**src/rtl/lcm_stein.sv**
```systemverilog
// lcm_stein: sequential GCD/LCM engine.
// The GCD comes from Stein's binary algorithm. The LCM is then formed as
// (a / gcd) * b, using a restoring divider followed by a shift-add multiplier.
// Both results are registered together when the engine reaches its DONE state.
module lcm_stein #(
  parameter int WIDTH = 8
) (
  input  logic               clk,
  input  logic               reset,
  input  logic               start,
  input  logic [WIDTH-1:0]   a,
  input  logic [WIDTH-1:0]   b,
  output logic               busy,
  output logic               done,
  output logic [WIDTH-1:0]   gcd_out,
  output logic [2*WIDTH-1:0] result
);

  localparam int KW = $clog2(WIDTH + 1);

  typedef enum logic [2:0] {
    IDLE,
    ZERO,
    SHIFT,
    REDUCE,
    DIV,
    MUL,
    DONE
  } state_t;

  state_t state, state_next;

  // Captured operands, kept for the divide and multiply phases.
  logic [WIDTH-1:0]   ra, rb;
  // Stein working pair and the shared power of two removed from both.
  logic [WIDTH-1:0]   x, y;
  logic [KW-1:0]      k;
  logic [WIDTH-1:0]   g;
  // In DIV, dq holds the dividend and receives quotient bits. In MUL it is
  // the multiplier and shifts right.
  logic [WIDTH-1:0]   dq;
  logic [WIDTH-1:0]   rem;
  logic [KW-1:0]      cnt;
  logic [2*WIDTH-1:0] acc, mcand;

  // Step values for the divider and multiplier.
  logic [WIDTH:0]     trial;
  logic [WIDTH-1:0]   sub;
  logic               fits;
  logic [WIDTH-1:0]   rem_next;
  logic [WIDTH-1:0]   dq_next;
  logic [2*WIDTH-1:0] acc_next;
  logic               last;

  assign busy = (state != IDLE);
  assign done = (state == DONE);

  // One restoring-division step and one shift-add step, computed from the current registers.
  always_comb begin
    trial = {rem, dq[WIDTH-1]};
    fits  = (trial >= {1'b0, g});
    // When the trial fits, trial - g < g, so the low WIDTH bits hold the exact difference.
    sub      = trial[WIDTH-1:0] - g;
    rem_next = fits ? sub : trial[WIDTH-1:0];
    dq_next  = {dq[WIDTH-2:0], fits};
    acc_next = dq[0] ? (acc + mcand) : acc;
    last     = (cnt == KW'(WIDTH - 1));
  end

  // State register; reset aborts any computation immediately.
  always_ff @(posedge clk or posedge reset) begin
    // NOTE: sequential state is updated with non-blocking assignments so every
    // register samples pre-edge values, whatever the order of the statements.
    if (reset) state <= IDLE;
    else       state <= state_next;
  end

  // Next-state decode.
  always_comb begin
    // NOTE: the default assignment first keeps this block free of inferred latches.
    state_next = state;
    unique case (state)
      IDLE:    if (start) state_next = ((a == '0) || (b == '0)) ? ZERO : SHIFT;
      ZERO:    state_next = DONE;
      SHIFT:   if (x[0] || y[0]) state_next = REDUCE;
      REDUCE:  if (x[0] && y[0] && (x == y)) state_next = DIV;
      DIV:     if (last) state_next = MUL;
      MUL:     if (last) state_next = DONE;
      DONE:    state_next = IDLE;
      default: state_next = IDLE;
    endcase
  end

  // Datapath: operand capture, Stein steps, divide, multiply and output registers.
  always_ff @(posedge clk or posedge reset) begin
    if (reset) begin
      ra      <= '0;
      rb      <= '0;
      x       <= '0;
      y       <= '0;
      k       <= '0;
      g       <= '0;
      dq      <= '0;
      rem     <= '0;
      cnt     <= '0;
      acc     <= '0;
      mcand   <= '0;
      gcd_out <= '0;
      result  <= '0;
    end else begin
      unique case (state)
        IDLE: begin
          if (start) begin
            ra <= a;
            rb <= b;
            x  <= a;
            y  <= b;
            k  <= '0;
          end
        end
        ZERO: begin
          // gcd(0,n) = n and gcd(0,0) = 0; the LCM with a zero operand is 0.
          gcd_out <= ra | rb;
          result  <= '0;
        end
        SHIFT: begin
          if (!x[0] && !y[0]) begin
            x <= x >> 1;
            y <= y >> 1;
            k <= k + KW'(1);
          end
        end
        REDUCE: begin
          // This ordering guarantees the subtracted value is never the larger one.
          if (!x[0])      x <= x >> 1;
          else if (!y[0]) y <= y >> 1;
          else if (x > y) x <= (x - y) >> 1;
          else if (y > x) y <= (y - x) >> 1;
          else begin
            g   <= x << k;
            dq  <= ra;
            rem <= '0;
            cnt <= '0;
          end
        end
        DIV: begin
          rem <= rem_next;
          dq  <= dq_next;
          cnt <= cnt + KW'(1);
          if (last) begin
            cnt   <= '0;
            acc   <= '0;
            mcand <= {{WIDTH{1'b0}}, rb};
          end
        end
        MUL: begin
          acc   <= acc_next;
          mcand <= mcand << 1;
          dq    <= dq >> 1;
          cnt   <= cnt + KW'(1);
          if (last) begin
            gcd_out <= g;
            result  <= acc_next;
          end
        end
        default: ;
      endcase
    end
  end

endmodule

```
**config.mk**
```make
export PLATFORM = sky130hd
export DESIGN_NAME = lcm_stein
export DESIGN_NICKNAME = d
export VERILOG_FILES = /design/src/rtl/lcm_stein.sv
export SDC_FILE = /design/constraint.sdc
export NUM_CORES = 1
export LEC_CHECK = 0
export BUFFER_PORTS_ARGS = -buffer_cell sky130_fd_sc_hd__buf_2
export CAP_MARGIN = 20
export CORE_MARGIN = 10
export CORE_UTILIZATION = 60
export CTS_CLUSTER_SIZE = 16
export DETAILED_ROUTE_END_ITERATION = 6
export PLACE_DENSITY = 0.79
export SKIP_CTS_REPAIR_TIMING = 1
export SYNTH_ARGS = -nofsm -noshare
export SYNTH_HDL_FRONTEND = slang
export SYNTH_SLANG_ARGS = --single-unit
```
**constraint.sdc**
```tcl
create_clock -name clk -period 7.6 [get_ports clk]
set_clock_uncertainty 0.1 [all_clocks]
set_input_delay 0.76 -clock clk [delete_from_list [all_inputs] [get_ports clk]]
set_output_delay 0.76 -clock clk [all_outputs]
set_load 0.02 [all_outputs]
```
==> summary.md, run 1 <==
| Metric | Value |
|---|---|
| Final Max Slew Viols | `0` |
| Core footprint | `12700 um^2` |
| Crit path buf inv count | `0` |
| Clock buffer depth | `2` |
| PortBufs | `44` |
| Post-synth cell types | `78` |
| FFs w/ async S/R, synth | `100%` |
| Num Clock Sinks | `123` |
| Status | `finished clean` |
| Synth Cell Area | `7810 um^2` |
| Multi-input logic area | `4380 um^2` |
| Register area | `3080 um^2` |
| Yosys top cell by area | `dfrtp_1` |
| Num ports | `45` |
| Kind of critical path | `register to register` |
| Post-synthesis sequential area ratio | `39.4%` |
| Vias per cell | `6.14` |
| Final Hold Viols | `0` |
| GRT Resource Usage Total | `22.7%` |
| Final Setup Violations | `0` |
| First-pass GRT wire length | `33200 um` |
| Number of DRC markers in iteration 0 | `479` |
| WP data arrival | `3.36 ns` |
| Finished layout cell area | `8760 um^2` |
| Starting Density | `61.6%` |
| Cell Rows | `41` |
| DRC Markers | `0` |
| GPL Wtd Cong | `0.888` |
| Area growth, synth to finish | `12.2%` |
| Pwr dens | `507 nW/um^2` |
| Drt wl/cell | `18.1 um` |
| Most frequent cell after synthesis | `nand2_1` |
| Setup TNS | `0 ns` |
| Placed inst area | `8100 um^2` |
| Diode count | `0` |
| CP required | `7.84 ns` |
| CTS buffer count | `17` |
| CP top delay family | `simple AND/OR/NAND/NOR gates` |
| Tmin final | `3.12 ns` |
| Worst rel slew slack | `30.6%` |
| Peak VDD IR | `0.324 mV` |
| #FFs+latches synth | `123` |
| Fmax | `320 MHz` |
| Worst Hold Class | `input pin to async pin` |
| Max Cap Violations | `0` |
| Worst-path cell chain | `nor2b_1 -> nand2_1 -> nor2_1 -> or2_2 -> nand2_1 -> o21ai_0` |
| Ys Warns | `0` |
| Synth Instances | `887` |
| Crit-path max cell delay | `0.74 ns` |
| Root buffer cell | `clkbuf_16` |
| Syn Area/Cell | `8.81 um^2` |
| Crit-path slowest cell | `nand2_1` |
| DP HPWL | `14100 um` |
| H-Tree Level Count | `4` |
| Routed Wire Length | `19800 um` |
| Worst-margin pin slew | `1.04 ns` |
| Worst setup SP type | `register` |
| Vias | `6716` |
| GRT overflow | `0` |
| DIE WIDTH | `134 um` |
| Unrepaired setup endpoints after global routing | `false` |
| Antenna Nets Post-Route | `0` |
| EDFF count, synth | `0` |
| Synth Flop Type | `dfrtp_1` |
| Worst path depth | `6` |
| # fillers | `1017` |
| Pin count of the biggest net entering global routing | `80` |
| Nets | `977` |
| Top post-synthesis cells by area | `dfrtp_1 (39%), nand2_1 (7.5%), ha_1 (7.0%)` |
| FF-to-FF path depth | `6` |
| Max Fanout on Critical Path | `24` |
| Commonest cells post-synth | `nand2_1 (157), dfrtp_1 (123), o21ai_0 (80)` |
| CP Capture Type | `register` |
| Most frequent CP cell | `nand2_1` |
| CTS tree | `yes` |
| Die height | `134 um` |
| Leak | `4.05 nW` |
| Layout cell share with drive strength beyond 1 | `12.0%` |
| CTS clk-pin slew, worst paths | `0.05 ns` |
| Worst-skew pair later-pin latency | `0.43 ns` |
| Initial antenna violation count | `0` |
| Syn nets | `954` |
| Die Area | `18000 um^2` |
| Top-area cell type share of the netlist area | `39.4%` |
| 1st-pass router iterations | `5` |
| Vias in the first global route | `6483` |
| Final worst path period share | `41.1%` |
==> cell families (layout without fill, tap and decap cells) <==
family | count (synthesis) | count (layout) | synth area share (%)
simple gates | 316 | 316 | 18.9
compound gates | 255 | 255 | 21.5
flops | 123 | 123 | 39.4
buf+inv | 90 | 125 | 4.69
fa+ha+maj | 48 | 48 | 8.07
mux | 33 | 33 | 4.89
xor+xnor | 22 | 22 | 2.47
==> metrics by stage <==
stage                     setup slack, ns  hold slack (ns)  utilization [%]  power, mW  std cells
after floorplan                      3.47            0.353                -       2.96        887
after global placement               4.65            0.356             64.0       3.44       1063
after detailed placement             4.53            0.361             64.0       3.50       1063
after CTS                            4.52            0.317             69.2       4.42       1094
after global routing                 4.15            0.338             69.2       4.79       1094
final                                4.48            0.298             69.2       4.44       1094
==> final cells by class <==
| cell class | count | share of cell area [%] |
|---|---|---|
| clock buffers | 20 | 5.33 |
| clock inverters | 11 | 2.18 |
| inverters | 44 | 1.91 |
| multi-input cells | 674 | 50.0 |
| flip-flops and latches | 123 | 35.1 |
| well taps | 172 | 2.46 |
| repair buffers | 50 | 3.03 |
==> layout by cell type (no fill, tap or decap), types with 4 or more instances in the layout <==
cell | netlist | final
a221oi_1 | 8 | 8
o31ai_1 | 16 | 16
nor2b_1 | 10 | 10
bufinv_16 | 0 | 5
nand2b_1 | 11 | 11
o21ai_1 | 4 | 4
inv_1 | 44 | 43
or3_1 | 11 | 11
xnor2_1 | 15 | 15
nor4_1 | 5 | 5
nor3_1 | 11 | 11
fa_1 | 4 | 4
a21oi_1 | 57 | 57
mux4_2 | 4 | 4
clkbuf_16 | 0 | 17
a31oi_1 | 12 | 12
and3_1 | 5 | 5
nand3_1 | 19 | 19
o21ai_0 | 80 | 79
nand3b_1 | 7 | 7
o221ai_1 | 4 | 4
o211ai_1 | 4 | 4
dfrtp_1 | 123 | 123
buf_4 | 1 | 6
nand2_1 | 157 | 157
a22o_1 | 11 | 11
ha_1 | 44 | 44
nor2_1 | 56 | 56
buf_2 | 8 | 44
a21o_1 | 11 | 11
xor2_1 | 7 | 7
mux2i_1 | 28 | 28
and2_1 | 6 | 6
o21a_1 | 4 | 4
==> where the power goes <==
| group | switching (mW) | leakage [nW] | internal, mW |
|---|---|---|---|
| combinational | 1.37 | 2.16 | 0.916 |
| clock | 0.299 | 0.314 | 0.604 |
| sequential | 0.321 | 1.58 | 0.929 |
==> layer usage <==
metal | share of wire (%) | vias to the layer above | GRT usage, %
li1 | - | 3194 | -
met1 | 45 | 3227 | 30.4
met2 | 46 | 245 | 35.2
met3 | 7.0 | 50 | 4.85
met4 | 2.6 | 0 | 8.83
met5 | 0 | - | 0
==> final timing paths <==
check | from | end | slack (ns)
worst min register to register | gcd_out[1] | gcd_out[1] | 0.37
min in group clk | gcd_out[1] | gcd_out[1] | 0.37
worst max register to register | state[2] | acc[1] | 4.48
max in group asynchronous | reset | gcd_out[0] | 5.68
worst max-delay path | state[2] | acc[1] | 4.48
worst min-delay path | reset | acc[5] | 0.30
==> state kept, by name (all words and copies together) (netlist names) <==
register / cells
rem: 8
g: 8
acc: 16
rb: 8
state: 3
ra: 8
x: 8
result: 16
mcand: 16
dq: 8
gcd_out: 8
k: 4
cnt: 4
y: 8
(Power assumes the default switching activity.)
==> run 2: changes to the inputs <==
- clock period: 7.6 -> 3.1 ns (I/O delays scaled with it)
==> summary.md, run 2 (synthesis gave the netlist of run 1 again) <==
| Metric | Value |
|---|---|
| Status | `finished clean` |
| Final worst path period share | `93.7%` |
| Die Area | `18000 um^2` |
| Kind of critical path | `register to register` |
| CTS buffer count | `17` |
| WP data arrival | `3.11 ns` |
| Register area | `3080 um^2` |
| DRC Markers | `0` |
| Tmin final | `2.91 ns` |
| Vias | `6799` |
| PortBufs | `44` |
| Switching Share | `45.5%` |
| Worst setup SP type | `register` |
| DIE WIDTH | `134 um` |
| Area growth, synth to finish | `13.3%` |
| GPL Wtd Cong | `0.912` |
| Vias per cell | `6.13` |
| DP HPWL | `14600 um` |
| Leak | `4.10 nW` |
| Worst-margin pin slew | `0.801 ns` |
| Sequential Power Share | `27.4%` |
| Most common cell after layout, fill and taps aside | `nand2_1` |
| GRT met3 Usage | `6.72%` |
| Comb power frac | `53.8%` |
| CP Capture Type | `register` |
| Met1 Usage GRT | `29.8%` |
| Worst-path cell chain | `ha_1 -> inv_1 -> fa_1 -> nor2b_1 -> o21a_1 -> o21ai_1 -> a21boi_2 -> a31oi_1 -> or3_1 -> mux2_2` |
| Cell Rows | `41` |
| Worst rel slew slack | `46.5%` |
| Drt wl/cell | `18.1 um` |
| Initial antenna violation count | `0` |
| GRT overflow | `0` |
| Multi-input logic area | `4380 um^2` |
| Num ports | `45` |
| Starting Density | `61.6%` |
| CTS tree | `yes` |
| Internal power | `5.93 mW` |
| GRT Resource Usage Total | `23.0%` |
| First-pass GRT wire length | `33700 um` |
| Pwr dens | `1230 nW/um^2` |
| Grt peak-use layer | `met2` |
| P_sw | `4.94 mW` |
| # fillers | `1018` |
| Crit-path max cell delay | `0.40 ns` |
| Max Fanout on Critical Path | `7` |
| Worst-skew pair later-pin latency | `0.43 ns` |
| Biggest regs | `acc x16, mcand x16, result x16` |
| Clock buffer depth | `2` |
| Core footprint | `12700 um^2` |
| Nets | `992` |
| Post-layout util | `69.8%` |
| Crit-path slowest cell | `fa_1` |
| Diode count | `0` |
| Final Max Slew Viols | `0` |
| Routed Wire Length | `20100 um` |
| H-Tree Level Count | `4` |
| CP required | `3.31 ns` |
| Vias in the first global route | `6700` |
| Met2 track demand over resource | `36.4%` |
| CP top delay family | `compound AO/OA/AOI/OAI gates` |
| Clock share of power | `18.8%` |
| Crit path buf inv count | `1` |
| Antenna Nets Post-Route | `0` |
| Final Hold Viols | `0` |
| 1st-pass router iterations | `5` |
| Commonest non-fill, non-tap cells in the layout | `nand2_1 (157), dfrtp_1 (123), o21ai_0 (79)` |
| Number of DRC markers in iteration 0 | `553` |
| Unrepaired setup endpoints after global routing | `false` |
| Peak VDD IR | `0.823 mV` |
| Final Setup Violations | `0` |
| Max Cap Violations | `0` |
| Pin count of the biggest net entering global routing | `44` |
| Num Clock Sinks | `123` |
| Root buffer cell | `clkbuf_16` |
| CTS clk-pin slew, worst paths | `0.06 ns` |
| Layout cell share with drive strength beyond 1 | `13.2%` |
| Setup TNS | `0 ns` |
| Fmax | `344 MHz` |
| Worst Hold Class | `input pin to register` |
| Die height | `134 um` |
-- run 2: cell count changes in the layout (fill, tap and decap cells not counted), sizes merged --
| cell | before | now |
|---|---|---|
| buf | 50 | 64 |
| clkinv | 3 | 4 |
| clkbuf | 20 | 21 |
| bufinv | 5 | 3 |
| dlygate4sd3 | 0 | 1 |
| clkinvlp | 3 | 5 |
| inv | 44 | 43 |
-- run 2: layout make-up --
cell class / instances / share of cell area [%]
multi-input cells: 674 / 49.5
flip-flops and latches: 123 / 34.8
clock buffers: 21 / 5.20
repair buffers: 65 / 4.58
well taps: 172 / 2.43
inverters: 44 / 1.91
clock inverters: 11 / 1.63
-- run 2: stage by stage --
step | instance area (um^2) | worst slack [ns] | total power [mW] | std cells | hold WS (ns)
after floorplan | 7820 | 0.397 | 7.25 | 887 | 0.315
after global placement | 8240 | 0.346 | 8.61 | 1077 | 0.352
after detailed placement | 8240 | 0.268 | 8.73 | 1077 | 0.365
after CTS | 8840 | 0.235 | 10.8 | 1109 | -0.0598
after global routing | 8850 | 0.000758 | 11.7 | 1110 | 0.00939
final | 8850 | 0.194 | 10.9 | 1110 | 0.00962
-- run 2: final timing paths --
check	from	endpoint	slack, ns	depth (start not counted)
max in group asynchronous	reset	acc[14]	1.63	4
worst max-delay path	mcand[0]	result[10]	0.19	10
worst min-delay path	b[5]	rb[5]	0.01	3
worst min register to register	result[3]	result[3]	0.37	2
min in group asynchronous	reset	result[6]	0.48	3
worst max register to register	mcand[0]	result[10]	0.19	10
-- run 2: worst reg2reg max path: cells and delay by family, from the launching register on --
family          cells  cell delay [ns]
flops               1             0.39
buf+inv             1             0.07
compound gates      4             0.80
simple gates        2             0.53
fa+ha+maj           2             0.62
mux                 1             0.27
-- run 2: layer usage --
layer | vias up | share of wire, %
met1 | 3268 | 43
met4 | 0 | 2.1
met5 | - | 0
li1 | 3235 | -
met2 | 251 | 47
met3 | 45 | 7.4
-- run 2: power by group through the flow --
stage               Sequential [mW]  Clock [mW]  Combinational [mW]
global placement               2.96           0                5.65
finish                         2.98        2.05                5.84
CTS                            2.97        2.06                5.81
detailed placement             2.98           0                5.75
floorplan                      2.86           0                4.39
global route                   3.07        2.14                6.50
==> run 3: changes to the inputs <==
- CORE_MARGIN: 10 -> default
==> summary.md, run 3 (synthesis gave the netlist of run 1 again) <==
| Metric | Value |
|---|---|
| Pre-CTS setup slack | `0.277 ns` |
| Fmax | `345 MHz` |
| Total power | `10.7 mW` |
| Antenna Nets Post-Route | `0` |
| Worst Hold Class | `input pin to register` |
| Worst-skew pair later-pin latency | `0.42 ns` |
| Routed Wire Length | `19800 um` |
| Post-layout util | `69.5%` |
| GRT overflow | `0` |
| DIE WIDTH | `116 um` |
| Die height | `116 um` |
| CTS clk-pin slew, worst paths | `0.06 ns` |
| Final Setup Violations | `0` |
| Max Cap Violations | `0` |
| Grt peak-use layer | `met2` |
| Starting Density | `61.6%` |
| Most common cell after layout, fill and taps aside | `nand2_1` |
| GRT met3 Usage | `6.49%` |
| First-pass GRT wire length | `32600 um` |
| Final worst path period share | `93.6%` |
| H-Tree Level Count | `4` |
| Finished layout cell area | `8810 um^2` |
| Unrepaired setup endpoints after global routing | `false` |
| Num ports | `45` |
| PortBufs | `44` |
| Diode count | `0` |
| DP HPWL | `14200 um` |
| Pwr dens | `1220 nW/um^2` |
| Clock buffer depth | `2` |
| Vias in the first global route | `6355` |
| Final Hold Viols | `0` |
| Cell Rows | `41` |
| CTS buffer count | `17` |
| Pin count of the biggest net entering global routing | `59` |
| Area growth, synth to finish | `12.8%` |
| Met1 Usage GRT | `44.8%` |
| Biggest regs | `acc x16, mcand x16, result x16` |
| WHS | `0.0219 ns` |
| GPL Wtd Cong | `0.874` |
| Kind of critical path | `register to register` |
| Worst rel slew slack | `49.7%` |
| Commonest non-fill, non-tap cells in the layout | `nand2_1 (157), dfrtp_1 (123), o21ai_0 (79)` |
| Die Area | `13500 um^2` |
| Number of DRC markers in iteration 0 | `606` |
| CP required | `3.31 ns` |
| Root buffer cell | `clkbuf_16` |
| Layout cell share with drive strength beyond 1 | `13.5%` |
| Placed inst area | `8230 um^2` |
| Vias per cell | `6.16` |
| Leak | `4.08 nW` |
| Core footprint | `12700 um^2` |
| WP data arrival | `3.11 ns` |
| CTS tree | `yes` |
| Num Clock Sinks | `123` |
| Nets | `993` |
| Peak VDD IR | `0.907 mV` |
| CP Capture Type | `register` |
| Met2 track demand over resource | `49.6%` |
| DRC Markers | `0` |
| Final worst slack | `0.199 ns` |
| Setup TNS | `0 ns` |
| GRT Resource Usage Total | `31.8%` |
| Drt wl/cell | `17.8 um` |
| Vias | `6840` |
| Post-placement cell count | `1078` |
| Worst-margin pin slew | `0.752 ns` |
| Initial antenna violation count | `0` |
| 1st-pass router iterations | `5` |
| Final Max Slew Viols | `0` |
| Layout Cells excl Fill | `1111` |
| Max Fanout on Critical Path | `7` |
| Status | `finished clean` |
| Tmin final | `2.90 ns` |
| Worst setup SP type | `register` |
run 3: cell types whose count changed in the layout (fill, tap and decap cells not counted), sizes merged:
cell / before / now
clkinv: 4 / 3
clkbuf: 21 / 19
inv: 43 / 45
buf: 64 / 65
clkinvlp: 5 / 8
bufinv: 3 / 1
run 3: routing by layer:
layer | wire (um) | vias up
met3 | 1160 | 42
met5 | 0 | -
met4 | 408 | 0
met1 | 9000 | 3315
met2 | 9190 | 247
li1 | - | 3236
run 3: worst paths after layout:
| kind | start | end | slack, ns | cells after the start |
|---|---|---|---|---|
| min | b[5] | rb[5] | 0.02 | 3 |
| max in group asynchronous | reset | mcand[14] | 1.65 | 4 |
| min reg2reg | gcd_out[1] | gcd_out[1] | 0.37 | 2 |
| min in group asynchronous | reset | result[6] | 0.46 | 3 |
| max reg2reg | mcand[0] | result[10] | 0.20 | 10 |
| max | mcand[0] | result[10] | 0.20 | 10 |
run 3: final cells by class:
type	count	area (um^2)
Sequential cell	123	3080
Timing Repair Buffer	66	400
Inverter	44	169
Fill cell	1037	3860
Clock buffer	19	453
Clock inverter	13	119
Tap cell	172	215
Multi-Input combinational cell	674	4380
run 3: worst max-delay path: stages (launching register included):
cell	delay (ns)
dfrtp_1	0.41
ha_1	0.25
inv_1	0.08
fa_1	0.41
nor2b_1	0.14
o21a_1	0.14
o21ai_1	0.12
a21boi_2	0.36
a31oi_1	0.12
or3_1	0.39
mux2_2	0.27
run 3: power by group:
| part | internal [mW] | switching [mW] |
|---|---|---|
| combinational | 2.35 | 3.47 |
| clock | 1.15 | 0.772 |
| sequential | 2.28 | 0.713 |
